`config.mk`:
```
export PLATFORM = sky130hd
export DESIGN_NAME = mem_lsu
export DESIGN_NICKNAME = d
export VERILOG_FILES = /design/src/rtl/mem_lsu_pkg.sv /design/src/rtl/mem_load_align.sv /design/src/rtl/mem_lsu.sv
export SDC_FILE = /design/constraint.sdc
export NUM_CORES = 1
export LEC_CHECK = 0
export BUFFER_PORTS_ARGS = -buffer_cell sky130_fd_sc_hd__buf_2
export CORE_AREA = 2 2 162 164
export DETAILED_ROUTE_END_ITERATION = 8
export DIE_AREA = 0 0 164 166
export PLACE_DENSITY_LB_ADDON = 0.3
export SYNTH_ARGS = -nofsm -noshare
export SYNTH_HDL_FRONTEND = slang
export SYNTH_SLANG_ARGS = --single-unit
```
`constraint.sdc`:
```
create_clock -name clk_i -period 7.9 [get_ports clk_i]
set_input_delay 0.79 -clock clk_i [delete_from_list [all_inputs] [get_ports clk_i]]
set_output_delay 0.79 -clock clk_i [all_outputs]
set_load 0.05 [all_outputs]
```
`src/rtl/mem_lsu_pkg.sv`:
```
// mem_lsu_pkg: op codes, FSM states, constants and op-decode helpers for the MEM-stage LSU
// Op code layout: [3] store, [2] zero-extend (loads), [1:0] log2 of access size in bytes.
package mem_lsu_pkg;
  localparam logic [3:0] OP_LB  = 4'h0;
  localparam logic [3:0] OP_LH  = 4'h1;
  localparam logic [3:0] OP_LW  = 4'h2;
  localparam logic [3:0] OP_LD  = 4'h3;
  localparam logic [3:0] OP_LBU = 4'h4;
  localparam logic [3:0] OP_LHU = 4'h5;
  localparam logic [3:0] OP_LWU = 4'h6;
  localparam logic [3:0] OP_SB  = 4'h8;
  localparam logic [3:0] OP_SH  = 4'h9;
  localparam logic [3:0] OP_SW  = 4'hA;
  localparam logic [3:0] OP_SD  = 4'hB;
  localparam logic ZERO          = 1'b0;
  localparam logic WRITE_DISABLE = 1'b0;
  typedef enum logic {IDLE = 1'b0, BUSY = 1'b1} state_t;
  function automatic logic [1:0] op_size(input logic [3:0] op);
    return op[1:0];
  endfunction
  function automatic logic op_store(input logic [3:0] op);
    return op[3];
  endfunction
  function automatic logic op_unsigned(input logic [3:0] op);
    return op[2];
  endfunction
  // Doubleword accesses and LWU only exist on a 64-bit datapath.
  function automatic logic is_mem_op(input logic [3:0] op, input logic wide);
    return (op[3] ? ~op[2] : op != 4'h7) & (wide | (op[1:0] != 2'd3 & op != OP_LWU));
  endfunction
  function automatic logic misaligned(input logic [2:0] addr_lo, input logic [1:0] size);
    return (addr_lo & ((3'd1 << size) - 3'd1)) != 3'd0;
  endfunction
endpackage

```
`src/rtl/mem_load_align.sv`:
```
// mem_load_align: shifts bus read data down to the accessed byte and sign/zero-extends it
// rdata: raw bus word, offset: byte offset within the word, op: load op code, result: writeback value
module mem_load_align
  import mem_lsu_pkg::*;
#(
  parameter int DATA_WIDTH = 32
) (
  input  logic [DATA_WIDTH-1:0]           rdata,
  input  logic [$clog2(DATA_WIDTH/8)-1:0] offset,
  input  logic [3:0]                      op,
  output logic [DATA_WIDTH-1:0]           result
);
  logic [DATA_WIDTH-1:0] sh, mask;
  assign sh = rdata >> {offset, 3'b000};
  // Shifting by the full width yields zero, so a full-width access gets an all-ones mask.
  assign mask = ~({DATA_WIDTH{1'b1}} << (8 << op_size(op)));
  // mask ^ (mask >> 1) isolates the sign bit of the accessed field.
  assign result = (sh & mask) | ((~op_unsigned(op) & |(sh & (mask ^ (mask >> 1)))) ? ~mask : '0);
endmodule

```
`src/rtl/mem_lsu.sv`:
```
// mem_lsu: MEM-stage load/store unit driving a req/ack data bus, plus the MEM/WB register
// EX/MEM side: valid_i, reg_*_i, mem_addr_i, mem_data_i, mem_op_i; stall_o holds upstream.
// Bus side: bus_req_o/we/addr/wdata/be out, bus_ack_i/rdata/err in.
// WB side: wb_valid_o, reg_waddr_o, reg_we_o, reg_wdata_o; misalign_o/fault_o are one-cycle pulses.
module mem_lsu
  import mem_lsu_pkg::*;
#(
  parameter int ADDR_WIDTH  = 32,
  parameter int DATA_WIDTH  = 32,
  parameter int RADDR_WIDTH = 5,
  parameter int TIMEOUT     = 16
) (
  input  logic                    clk_i,
  input  logic                    rst_i,
  input  logic                    valid_i,
  input  logic [RADDR_WIDTH-1:0]  reg_waddr_i,
  input  logic                    reg_we_i,
  input  logic [DATA_WIDTH-1:0]   reg_wdata_i,
  input  logic [ADDR_WIDTH-1:0]   mem_addr_i,
  input  logic [DATA_WIDTH-1:0]   mem_data_i,
  input  logic [3:0]              mem_op_i,
  output logic                    stall_o,
  output logic                    bus_req_o,
  output logic                    bus_we_o,
  output logic [ADDR_WIDTH-1:0]   bus_addr_o,
  output logic [DATA_WIDTH-1:0]   bus_wdata_o,
  output logic [DATA_WIDTH/8-1:0] bus_be_o,
  input  logic                    bus_ack_i,
  input  logic [DATA_WIDTH-1:0]   bus_rdata_i,
  input  logic                    bus_err_i,
  output logic                    wb_valid_o,
  output logic [RADDR_WIDTH-1:0]  reg_waddr_o,
  output logic                    reg_we_o,
  output logic [DATA_WIDTH-1:0]   reg_wdata_o,
  output logic                    misalign_o,
  output logic                    fault_o
);
  localparam int BE_W  = DATA_WIDTH / 8;
  localparam int OFF_W = $clog2(BE_W);
  localparam int CNT_W = TIMEOUT > 1 ? $clog2(TIMEOUT) : 1;
  state_t state, state_n;
  logic [3:0] op_q;
  logic [OFF_W-1:0] off_q;
  logic we_q;
  logic [CNT_W-1:0] cnt;
  logic [1:0] size;
  logic mem_op, mis, go, ack, tmo;
  logic [BE_W-1:0] be;
  logic [DATA_WIDTH-1:0] wdata, ld_data;
  assign size   = op_size(mem_op_i);
  assign mem_op = valid_i & is_mem_op(mem_op_i, DATA_WIDTH == 64);
  assign mis    = mem_op & misaligned(mem_addr_i[2:0], size);
  assign go     = state == IDLE & mem_op & ~mis;
  assign ack    = state == BUSY & bus_ack_i;
  // An ack in the final allowed cycle takes priority over the timeout.
  assign tmo    = state == BUSY & ~bus_ack_i & (TIMEOUT != 0) & cnt == CNT_W'(TIMEOUT - 1);
  assign stall_o = go | (state == BUSY & ~bus_ack_i & ~tmo);
  assign be = ~({BE_W{1'b1}} << (1 << size)) << mem_addr_i[OFF_W-1:0];
  // Replicate the store datum across every lane so the slave can pick any lane by be.
  always_comb begin
    wdata = '0;
    for (int i = 0; i < BE_W; i++) wdata[8*i+:8] = mem_data_i[8*(i % (1 << size))+:8];
  end
  always_comb begin
    state_n = state;
    if (go) state_n = BUSY;
    else if (ack | tmo) state_n = IDLE;
  end
  always_ff @(posedge clk_i or posedge rst_i)
    if (rst_i) state <= IDLE;
    else state <= state_n;
  mem_load_align #(.DATA_WIDTH(DATA_WIDTH)) u_align (
    .rdata  (bus_rdata_i),
    .offset (off_q),
    .op     (op_q),
    .result (ld_data)
  );
  always_ff @(posedge clk_i or posedge rst_i) begin
    if (rst_i) begin
      bus_req_o   <= ZERO;
      bus_we_o    <= ZERO;
      bus_addr_o  <= '0;
      bus_wdata_o <= '0;
      bus_be_o    <= '0;
      wb_valid_o  <= ZERO;
      reg_waddr_o <= '0;
      reg_we_o    <= WRITE_DISABLE;
      reg_wdata_o <= '0;
      misalign_o  <= ZERO;
      fault_o     <= ZERO;
      op_q        <= '0;
      off_q       <= '0;
      we_q        <= WRITE_DISABLE;
      cnt         <= '0;
    end else if (state == IDLE) begin
      wb_valid_o  <= valid_i & ~go;
      reg_waddr_o <= reg_waddr_i;
      reg_we_o    <= valid_i & reg_we_i & ~mem_op;
      reg_wdata_o <= reg_wdata_i;
      misalign_o  <= mis;
      fault_o     <= ZERO;
      if (go) begin
        bus_req_o   <= 1'b1;
        bus_we_o    <= op_store(mem_op_i);
        bus_addr_o  <= mem_addr_i & ~ADDR_WIDTH'(BE_W - 1);
        bus_wdata_o <= wdata;
        bus_be_o    <= be;
        op_q        <= mem_op_i;
        off_q       <= mem_addr_i[OFF_W-1:0];
        we_q        <= reg_we_i;
        cnt         <= '0;
      end
    end else begin
      wb_valid_o  <= ack | tmo;
      reg_we_o    <= ack & ~bus_err_i & we_q & ~op_store(op_q);
      reg_wdata_o <= ld_data;
      misalign_o  <= ZERO;
      fault_o     <= tmo | (ack & bus_err_i);
      cnt         <= cnt + 1'b1;
      if (ack | tmo) bus_req_o <= 1'b0;
    end
  end
endmodule

```
-- Yosys cells after proc, flatten, opt, wreduce, memory -nomap -nowiden
Cells that the tools add are included.
- bits in registers: 121
- latch bits: 0
- ROM bits: 0
- bits of input ports: 143
- output and inout port bits: 112
- memories kept: 0
- word-level logic and storage cells: 96
- bits in writable memories: 0
- multiply operators: 0
- bitwise operators: 39
- equal/unequal tests: 5
- multiplexer cells: 13
- $add $sub $neg: 2
- shifts and indexed selects: 11
- divide/modulo/power cells: 4
- order comparisons: 0
- reductions and logical operators: 6
- operators with widths (cell ; number):
    32-bit by 32-bit indexed part select with 8-bit output ; 4
    32-bit AND ; 2
    3-bit by 32-bit modulo with 32-bit output, first input constant ; 2
    32-bit 2-to-1 mux ; 2
    32-bit inverter ; 2
    1-bit by 32-bit modulo with 32-bit output, first input constant ; 1
    2-bit by 32-bit modulo with 32-bit output, first input constant ; 1
    32-bit bitwise OR ; 1
    32-bit OR reduction ; 1
    1-bit by 2-bit left shift with 32-bit output, first input constant ; 1
    32-bit by 32-bit left shift with 32-bit output, first input constant ; 1
    4-bit by 2-bit left shift with 32-bit output, first input constant ; 1
    4-bit by 32-bit left shift with 4-bit output, first input constant ; 1
    32-bit by 5-bit right shift with 32-bit output ; 1
    32-bit by 31-bit bitwise XOR with 32-bit output ; 1
    1-bit AND ; 18
    1-bit inverter ; 10
    1-bit 2-to-1 mux ; 9
    4-bit 2-to-1 mux ; 2
    4-bit by 3-bit inequality test with 1-bit output, second input constant ; 2
    4-bit by 1-bit adder with 4-bit output, second input constant ; 1
    4-bit == test, second input constant ; 1
    4-bit inverter ; 1
    2-bit AND reduction ; 2
    other kinds (9) ; 12

-- Depth between registers and ports, before layout
Gate-level depths: netlist of run 1.
- word-level depth: 10
- depth in mapped cells: 12
- depth with buffers taken out: 9

-- Hierarchy
Synthesis of run 1 repeated with hierarchy kept, for this count alone.
- cells, all modules: 594
- area, all modules: 6074.6 um^2
- by module, submodules not included (module ; cells an instance ; seq. area each (um^2) ; area each (um^2) ; times used):
    mem_lsu ; 486 ; 3002.9 ; 5378.9 ; 1
    mem_load_align ; 108 ; 0.0 ; 695.7 ; 1

-- Worst setup path before layout of run 1
No wires, ideal clock.
- path kind: input to output
- from: input port mem_op_i[1]
- to: output port stall_o
- data required time: 7.110 ns
- stages on the path: 11
- arrival time: 3.537 ns
- setup slack: 3.573 ns
- buffers on the path: 3
- path through: inv_1 > ha_1 > buf_1 > inv_1 > ha_1 > inv_1 > a222oi_1 > nand3_2 > clkbuf_1 > buf_1 > nand2_1
- word-level cells in the longest chain between the ends: 8
- elaborated cells on any way between the ends: 16
- classes of those cells: add/sub: 1; eq/ne: 3; shift: 1; mux: 1; bitwise: 9; reduce/logical: 1
- ends and longest elaborated chain (item ; RTL line ; RTL):
    from (decl) ; mem_lsu.sv:21 ; input logic [3:0] mem_op_i,
    1-bit by 2-bit left shift with 3-bit output (tied with other cells) ; mem_lsu_pkg.sv:32 ; return (addr_lo & ((3'd1 << size) - 3'd1)) != 3'd0;
    3-bit by 1-bit subtractor with 3-bit output (tied with other cells) ; mem_lsu_pkg.sv:32 ;
    3-bit AND or 1-bit AND (tied branches) ; mem_lsu_pkg.sv:32, mem_lsu_pkg.sv:29 ;
    3-bit nonzero test or 1-bit AND (tied branches) ; mem_lsu_pkg.sv:32, mem_lsu.sv:51 ;
    1-bit AND ; mem_lsu.sv:52 ; assign mis = mem_op & misaligned(mem_addr_i[2:0], size);
    1-bit inverter ; mem_lsu.sv:53 ; assign go = state == IDLE & mem_op & ~mis;
    1-bit AND * ; mem_lsu.sv:53 ;
    1-bit bitwise OR * ; mem_lsu.sv:57 ; assign stall_o = go | (state == BUSY & ~bus_ack_i & ~tmo);
    to (decl) ; mem_lsu.sv:22 ; output logic stall_o,
Mark *: on every way between the ends. The rest lies on a longest branch, timed or not.

-- Worst setup path in the final report of run 1
- from: input port mem_op_i[0]
- to: output port stall_o
Same word-level chain as after synthesis.

==> results.sh, run 1 <==
export IMPL_cts_root_buffer_cell="clkbuf_16"
export IMPL_synth_cells=661
export IMPL_clock_sinks=120
export IMPL_syn_to_final_growth_pct=34.42
export IMPL_drc=0
export IMPL_critPathCaptureType="output pin"
export IMPL_drive_above_1_share=0.3648
export IMPL_hold_buffers=0
export IMPL_dp_hpwl_um=16550
export IMPL_postCtsSetupRepairBufs=0
export IMPL_r2r_start="off_q[1]"
export IMPL_clockBufferDepth=2
export IMPL_pwr_density_cell_nw_per_um2=316.6
export IMPL_die_h_um=166
export IMPL_wl_met3_um=1783
export IMPL_seqPwrFrac=0.318
export IMPL_drt_initial_drc_count=295
export IMPL_met1_length_um=9428
export IMPL_required_ns=7.11
export IMPL_hp_class="in -> async"
export IMPL_path_clk_slew_ns=0.06
export IMPL_worstSkewPairLatency_ns=0.42
export IMPL_ant_nets=0
export IMPL_yosys_area_top_type_share=0.4806
export IMPL_routed_wl_um=22090
export IMPL_worst_pin_slew_ns=1.174
export IMPL_async_flop_share=1.000
export IMPL_crit_end="stall_o"
export IMPL_seq_area_frac_synth=0.4806
export IMPL_finalHoldViolCount=0
export IMPL_initial_core_util=0.2439
export IMPL_r2r_end="reg_wdata_o[11]"
export IMPL_antenna_found_initial=1
export IMPL_timing_final_crit_share=0.5673
export IMPL_die_w_um=164
export IMPL_grt_overflow=0
export IMPL_fin_worst_skew_ns=0.02204
export IMPL_viasPerCell=4.583
export IMPL_relSlewSlack=0.1953
export IMPL_core_sq_um=25620
export IMPL_synth_most_common_cell="nand2_1"
export IMPL_syn_area_sq_um=6248
export IMPL_cts_tree="yes"
export IMPL_num_io_pins=255
export IMPL_post_cts_resized=0
export IMPL_switching_share=0.4538
export IMPL_crit_path_max_fanout=39
export IMPL_path_cells="buf_2, inv_1, ha_1, buf_4, inv_1, ha_1, inv_1, a222oi_1, nand3_4, nand2_1, buf_2"
export IMPL_critical_path_class="in -> out"
export IMPL_ys_types=48
export IMPL_yosys_warnings=0
export IMPL_synthTopCellsByCount="nand2_1, dfrtp_1, nor2_1"
export IMPL_drv_slew=0
export IMPL_synth_area_top_cells="dfrtp_1, nand2_1, mux2i_1"
export IMPL_setup_viol=0
export IMPL_cp_arrival_ns=3.69
export IMPL_r2r_slack_ns=5.33
export IMPL_nets=1054
export IMPL_run_status="finished, final reports clean"
export IMPL_grt_pass1_vias=5620
export IMPL_yosysTopAreaCell="dfrtp_1"
export IMPL_fmax_mhz=223.1
export IMPL_cpMostUsedCell="inv_1"
export IMPL_htreeDepth=4
export IMPL_grt_start_max_net_pins=89
export IMPL_drt_pre_antenna_iters=5
export IMPL_rsz0062_at_grt="no"
export IMPL_synthFlopType="dfrtp_1"
export IMPL_gp_congestion=0.8796
export IMPL_p_total_uw=2660
export IMPL_num_vias=5710
export IMPL_wl_met2_um=10660
export IMPL_finalSetupTns_ns=0
export IMPL_cpPeakStageDelay_ns=0.58
export IMPL_synth_edff_count=0
export IMPL_crit_buf_inv=6
export IMPL_p_clk_frac=0.287
export IMPL_rows=59
export IMPL_grt_first_pass_wirelength_um=32890
export IMPL_critPathSlowestCell="a222oi_1"
export IMPL_internal_power_uw=1453
export IMPL_yosys_register_bits=120
export IMPL_port_buffers=252
export IMPL_cp_depth=11
export IMPL_wl_per_cell_um=17.73
export IMPL_startpoint_type="input pin"
export IMPL_avgSynthCellArea_sq_um=9.453
export IMPL_cp_top_family="buffers and inverters"
export IMPL_p_sw_uw=1207
export IMPL_dr_max_layer_used="met4"
export IMPL_cts_inserted_buffers=17
export IMPL_reg2reg_depth=5
export IMPL_cp_startpoint="mem_op_i[0]"
export IMPL_drv_cap=0
export IMPL_combPwrFrac=0.395
export IMPL_fin_crit_ns=4.482
export IMPL_ir_worst_vdd_mv=0.1577
export IMPL_track_usage=0.1592
export IMPL_die_area_sq_um=27220
export IMPL_power_leakage_uw=0.004181
per-layer routing:
layer,vias up,global-route usage
met5,-,0
met3,12,0.04770
met1,2693,0.1977
li1,2764,-
met2,241,0.2704
met4,0,0.03699
worst min path at each step:
stage	startpoint	endpoint	slack, ns	cells past startpoint
5_1_grt	rst_i	reg_wdata_o[6]	0.46	2
4_1_cts	rst_i	reg_wdata_o[6]	0.43	2
2_1_floorplan	we_q	we_q	0.45	2
3_5_place_dp	bus_addr_o[13]	bus_addr_o[13]	0.46	2
3_3_place_gp	bus_addr_o[30]	bus_addr_o[30]	0.45	2
6_report	rst_i	reg_wdata_o[1]	0.42	2
worst register-to-register path, delay by kind of cell, from the launching register on:
kind / cells / cell delay, ns
compound gates: 2 / 0.30
flops: 1 / 1.04
mux: 2 / 0.58
simple gates: 1 / 0.55
per-stage QoR:
stage | instances | instance area (sq um) | hold slack, ns | setup WS [ns] | util
finish | 1246 | 8399 | 0.4188 | 3.418 | 0.3279
global route | 1246 | 8399 | 0.4556 | 3.122 | 0.3279
CTS | 1245 | 8397 | 0.4323 | 3.456 | 0.3278
detailed placement | 1213 | 7815 | 0.4564 | 3.304 | 0.3051
global placement | 1213 | 7815 | 0.4541 | 3.356 | 0.3051
floorplan | 662 | 6252 | 0.4465 | 3.573 | -
power groups by stage:
stage          clock [uW]  sequential [uW]  combinational [uW]
6_report              763              846                1050
5_1_grt               822              866                1120
4_1_cts               790              847                1060
3_5_place_dp            0              856                1060
3_3_place_gp            0              857                1050
2_1_floorplan           0             1280                 331
cell type report:
type	instances	area [sq um]
Fill cell	2759	17220
Clock inverter	15	156.4
Inverter	10	40.04
Timing Repair Buffer	259	1314
Tap cell	335	419.2
Antenna cell	1	2.502
Multi-Input combinational cell	489	3038
Clock buffer	17	425.4
Sequential cell	120	3004
flip-flops by register name, indices dropped and copies added, names as in the netlist:
register,count
bus_be_o,4
we_q,1
reg_waddr_o,5
wb_valid_o,1
bus_req_o,1
bus_addr_o,30
cnt,4
misalign_o,1
reg_we_o,1
fault_o,1
bus_we_o,1
state,1
reg_wdata_o,32
op_q,3
off_q,2
bus_wdata_o,32
placed cells by master, fill, tap and decap left out, types with 2 or more instances in the layout:
master / instances
inv_1: 9
nor3_1: 9
nor2b_1: 11
dfrtp_1: 119
a22o_1: 15
or2_2: 9
nand2b_1: 3
a211oi_1: 7
mux2_2: 22
conb_1: 2
o31ai_1: 3
nor2_1: 50
mux2i_1: 44
clkinv_4: 2
o21ai_0: 36
buf_4: 7
nand2_1: 150
a22oi_1: 9
a21oi_1: 42
buf_2: 252
a32o_1: 10
o22a_1: 16
and3_1: 2
clkinv_8: 2
ha_1: 14
clkinvlp_4: 2
inv_6: 4
xor2_1: 2
clkbuf_16: 17
and2_1: 10
inv_8: 5
nand4_1: 3
cell families after synthesis:
logic type               count (synthesis)  share of synthesized area
AND/OR/NAND/NOR                        253                     0.1734
AO/OA/AOI/OAI                          152                     0.1694
flip-flops                             120                     0.4806
multiplexers                            66                     0.1101
buffers and inverters                   53                    0.03504
adder cells (fa/ha/maj)                 14                    0.02803
XOR/XNOR                                 2                   0.002804
other                                    1                  0.0006001
Power figures use the tool's default switching activity.
==> inputs of run 2 (changes only) <==
==> constraint.sdc (replaced) <==
create_clock -name clk_i -period 3.7 [get_ports clk_i]
set_input_delay 0.37 -clock clk_i [delete_from_list [all_inputs] [get_ports clk_i]]
set_output_delay 0.37 -clock clk_i [all_outputs]
set_load 0.05 [all_outputs]
==> run 2 against run 1 <==
Against the previous run: clock skew down 0.011 ns; highest routed layer unchanged; final area up 0.86%; global-route usage up 0.40 points; via count up 1.6%; clock power up 130%; utilization up 0.28 points; sequential share of layout area down 0.31 points; worst hold slack worse by 0.34 ns; routed wire length up 1.8%; combinational power up 110%; sequential cell count unchanged; critical path type unchanged.
==> results.sh, run 2 (synthesized netlist as in run 1, its figures left out) <==
export IMPL_layout_setup_ws_ns=0.4038
export IMPL_post_cts_resized=0
export IMPL_cpMostUsedCell="inv_1"
export IMPL_gp_congestion=0.8771
export IMPL_drc=0
export IMPL_cts_root_buffer_cell="clkbuf_16"
export IMPL_drv_cap=0
export IMPL_die_h_um=166
export IMPL_initial_core_util=0.2439
export IMPL_relSlewSlack=0.3073
export IMPL_drt_initial_drc_count=395
export IMPL_wl_met3_um=1818
export IMPL_critPathCaptureType="output pin"
export IMPL_rsz0062_at_grt="no"
export IMPL_clock_sinks=120
export IMPL_die_area_sq_um=27220
export IMPL_fin_crit_ns=3.296
export IMPL_cpPeakStageDelay_ns=0.57
export IMPL_num_io_pins=255
export IMPL_cp_top_family="buffers and inverters"
export IMPL_clockBufferDepth=2
export IMPL_antenna_found_initial=1
export IMPL_drv_slew=0
export IMPL_worstSkewPairLatency_ns=0.42
export IMPL_grt_start_max_net_pins=59
export IMPL_num_vias=5799
export IMPL_wl_per_cell_um=17.95
export IMPL_pre_cts_ws_ns=0.3342
export IMPL_p_total_uw=5800
export IMPL_required_ns=3.33
export IMPL_fmax_mhz=303.4
export IMPL_cp_startpoint="mem_op_i[1]"
export IMPL_postCtsSetupRepairBufs=0
export IMPL_met1_length_um=9482
export IMPL_timing_final_crit_share=0.8909
export IMPL_drive_above_1_share=0.3697
export IMPL_grt_first_pass_wirelength_um=33710
export IMPL_die_w_um=164
export IMPL_final_common_cell="buf_2"
export IMPL_dr_max_layer_used="met4"
export IMPL_viasPerCell=4.628
export IMPL_fin_worst_skew_ns=0.01088
export IMPL_drt_pre_antenna_iters=5
export IMPL_core_sq_um=25620
export IMPL_wl_met2_um=10800
export IMPL_hp_class="in -> async"
export IMPL_path_clk_slew_ns=0.06
export IMPL_ir_worst_vdd_mv=0.3337
export IMPL_hold_buffers=0
export IMPL_routed_wl_um=22490
export IMPL_cts_tree="yes"
export IMPL_r2r_slack_ns=1.23
export IMPL_rows=59
export IMPL_critical_path_class="in -> out"
export IMPL_crit_path_max_fanout=23
export IMPL_syn_to_final_growth_pct=35.58
export IMPL_path_cells="buf_2, inv_1, ha_1, inv_1, ha_1, inv_1, a222oi_1, nand3_4, nand2_1, buf_2"
export IMPL_dp_hpwl_um=16940
export IMPL_fin_hold_ws_ns=0.07511
export IMPL_power_leakage_uw=0.004224
export IMPL_reg2reg_depth=6
export IMPL_largestRegisters="bus_wdata_o (32), reg_wdata_o (32), bus_addr_o (30)"
export IMPL_track_usage=0.1632
export IMPL_grt_overflow=0
export IMPL_r2r_end="reg_wdata_o[18]"
export IMPL_grt_pass1_vias=5732
export IMPL_pwr_density_cell_nw_per_um2=684.6
export IMPL_run_status="finished, final reports clean"
export IMPL_finalSetupTns_ns=0
export IMPL_cp_arrival_ns=2.93
export IMPL_finalHoldViolCount=0
export IMPL_worst_pin_slew_ns=1.039
export IMPL_crit_buf_inv=5
export IMPL_cts_inserted_buffers=17
export IMPL_htreeDepth=4
export IMPL_final_core_util=0.3307
export IMPL_critPathSlowestCell="a222oi_1"
export IMPL_ant_nets=0
export IMPL_setup_viol=0
export IMPL_fillers=2735
export IMPL_port_buffers=252
export IMPL_r2r_start="off_q[1]"
export IMPL_final_cell_mix="buf_2, nand2_1, dfrtp_1, nor2_1, mux2i_1"
export IMPL_startpoint_type="input pin"
export IMPL_nets=1061
-- run 2: changes by cell type in the layout (fill, tap and decap cells not counted), sizes merged --
cell / change
bufinv: +2
buf: +7
clkinv: -2
-- run 2: stage by stage --
stage	area, sq um	std cells
after global placement	7868	1220
after detailed placement	7868	1220
after global routing	8469	1252
final	8472	1253
after CTS	8469	1252
after floorplan	6252	662
-- run 2: worst max path at each step --
stage	cells past startpoint	slack, ns	endpoint
after CTS	10	0.36	stall_o
after detailed placement	10	0.33	bus_wdata_o[0]
after floorplan	1	0.14	bus_addr_o[10]
after global routing	10	0.14	stall_o
final	10	0.40	stall_o
after global placement	10	0.44	stall_o
-- run 2: final cells by class --
cell class,count,area [sq um],share of cell area
Tap cell,335,419.2,0.04948
Clock buffer,17,425.4,0.05021
Inverter,10,40.04,0.004726
Timing Repair Buffer,266,1366,0.1613
Clock inverter,15,176.4,0.02082
Sequential cell,120,3004,0.3546
Multi-Input combinational cell,489,3038,0.3586
Antenna cell,1,2.502,0.0002954
-- run 2: power breakdown --
group	internal (uW)	switching (uW)	leakage, uW
Sequential	1610	200	0.00150
Clock	1020	721	0.000290
Combinational	593	1650	0.00244
-- run 2: routing by layer --
metal  GRT usage  up-vias
met2      0.2749      248
met1      0.1995     2744
met4     0.05034        0
li1            -     2784
met5           0        -
met3     0.04870       23
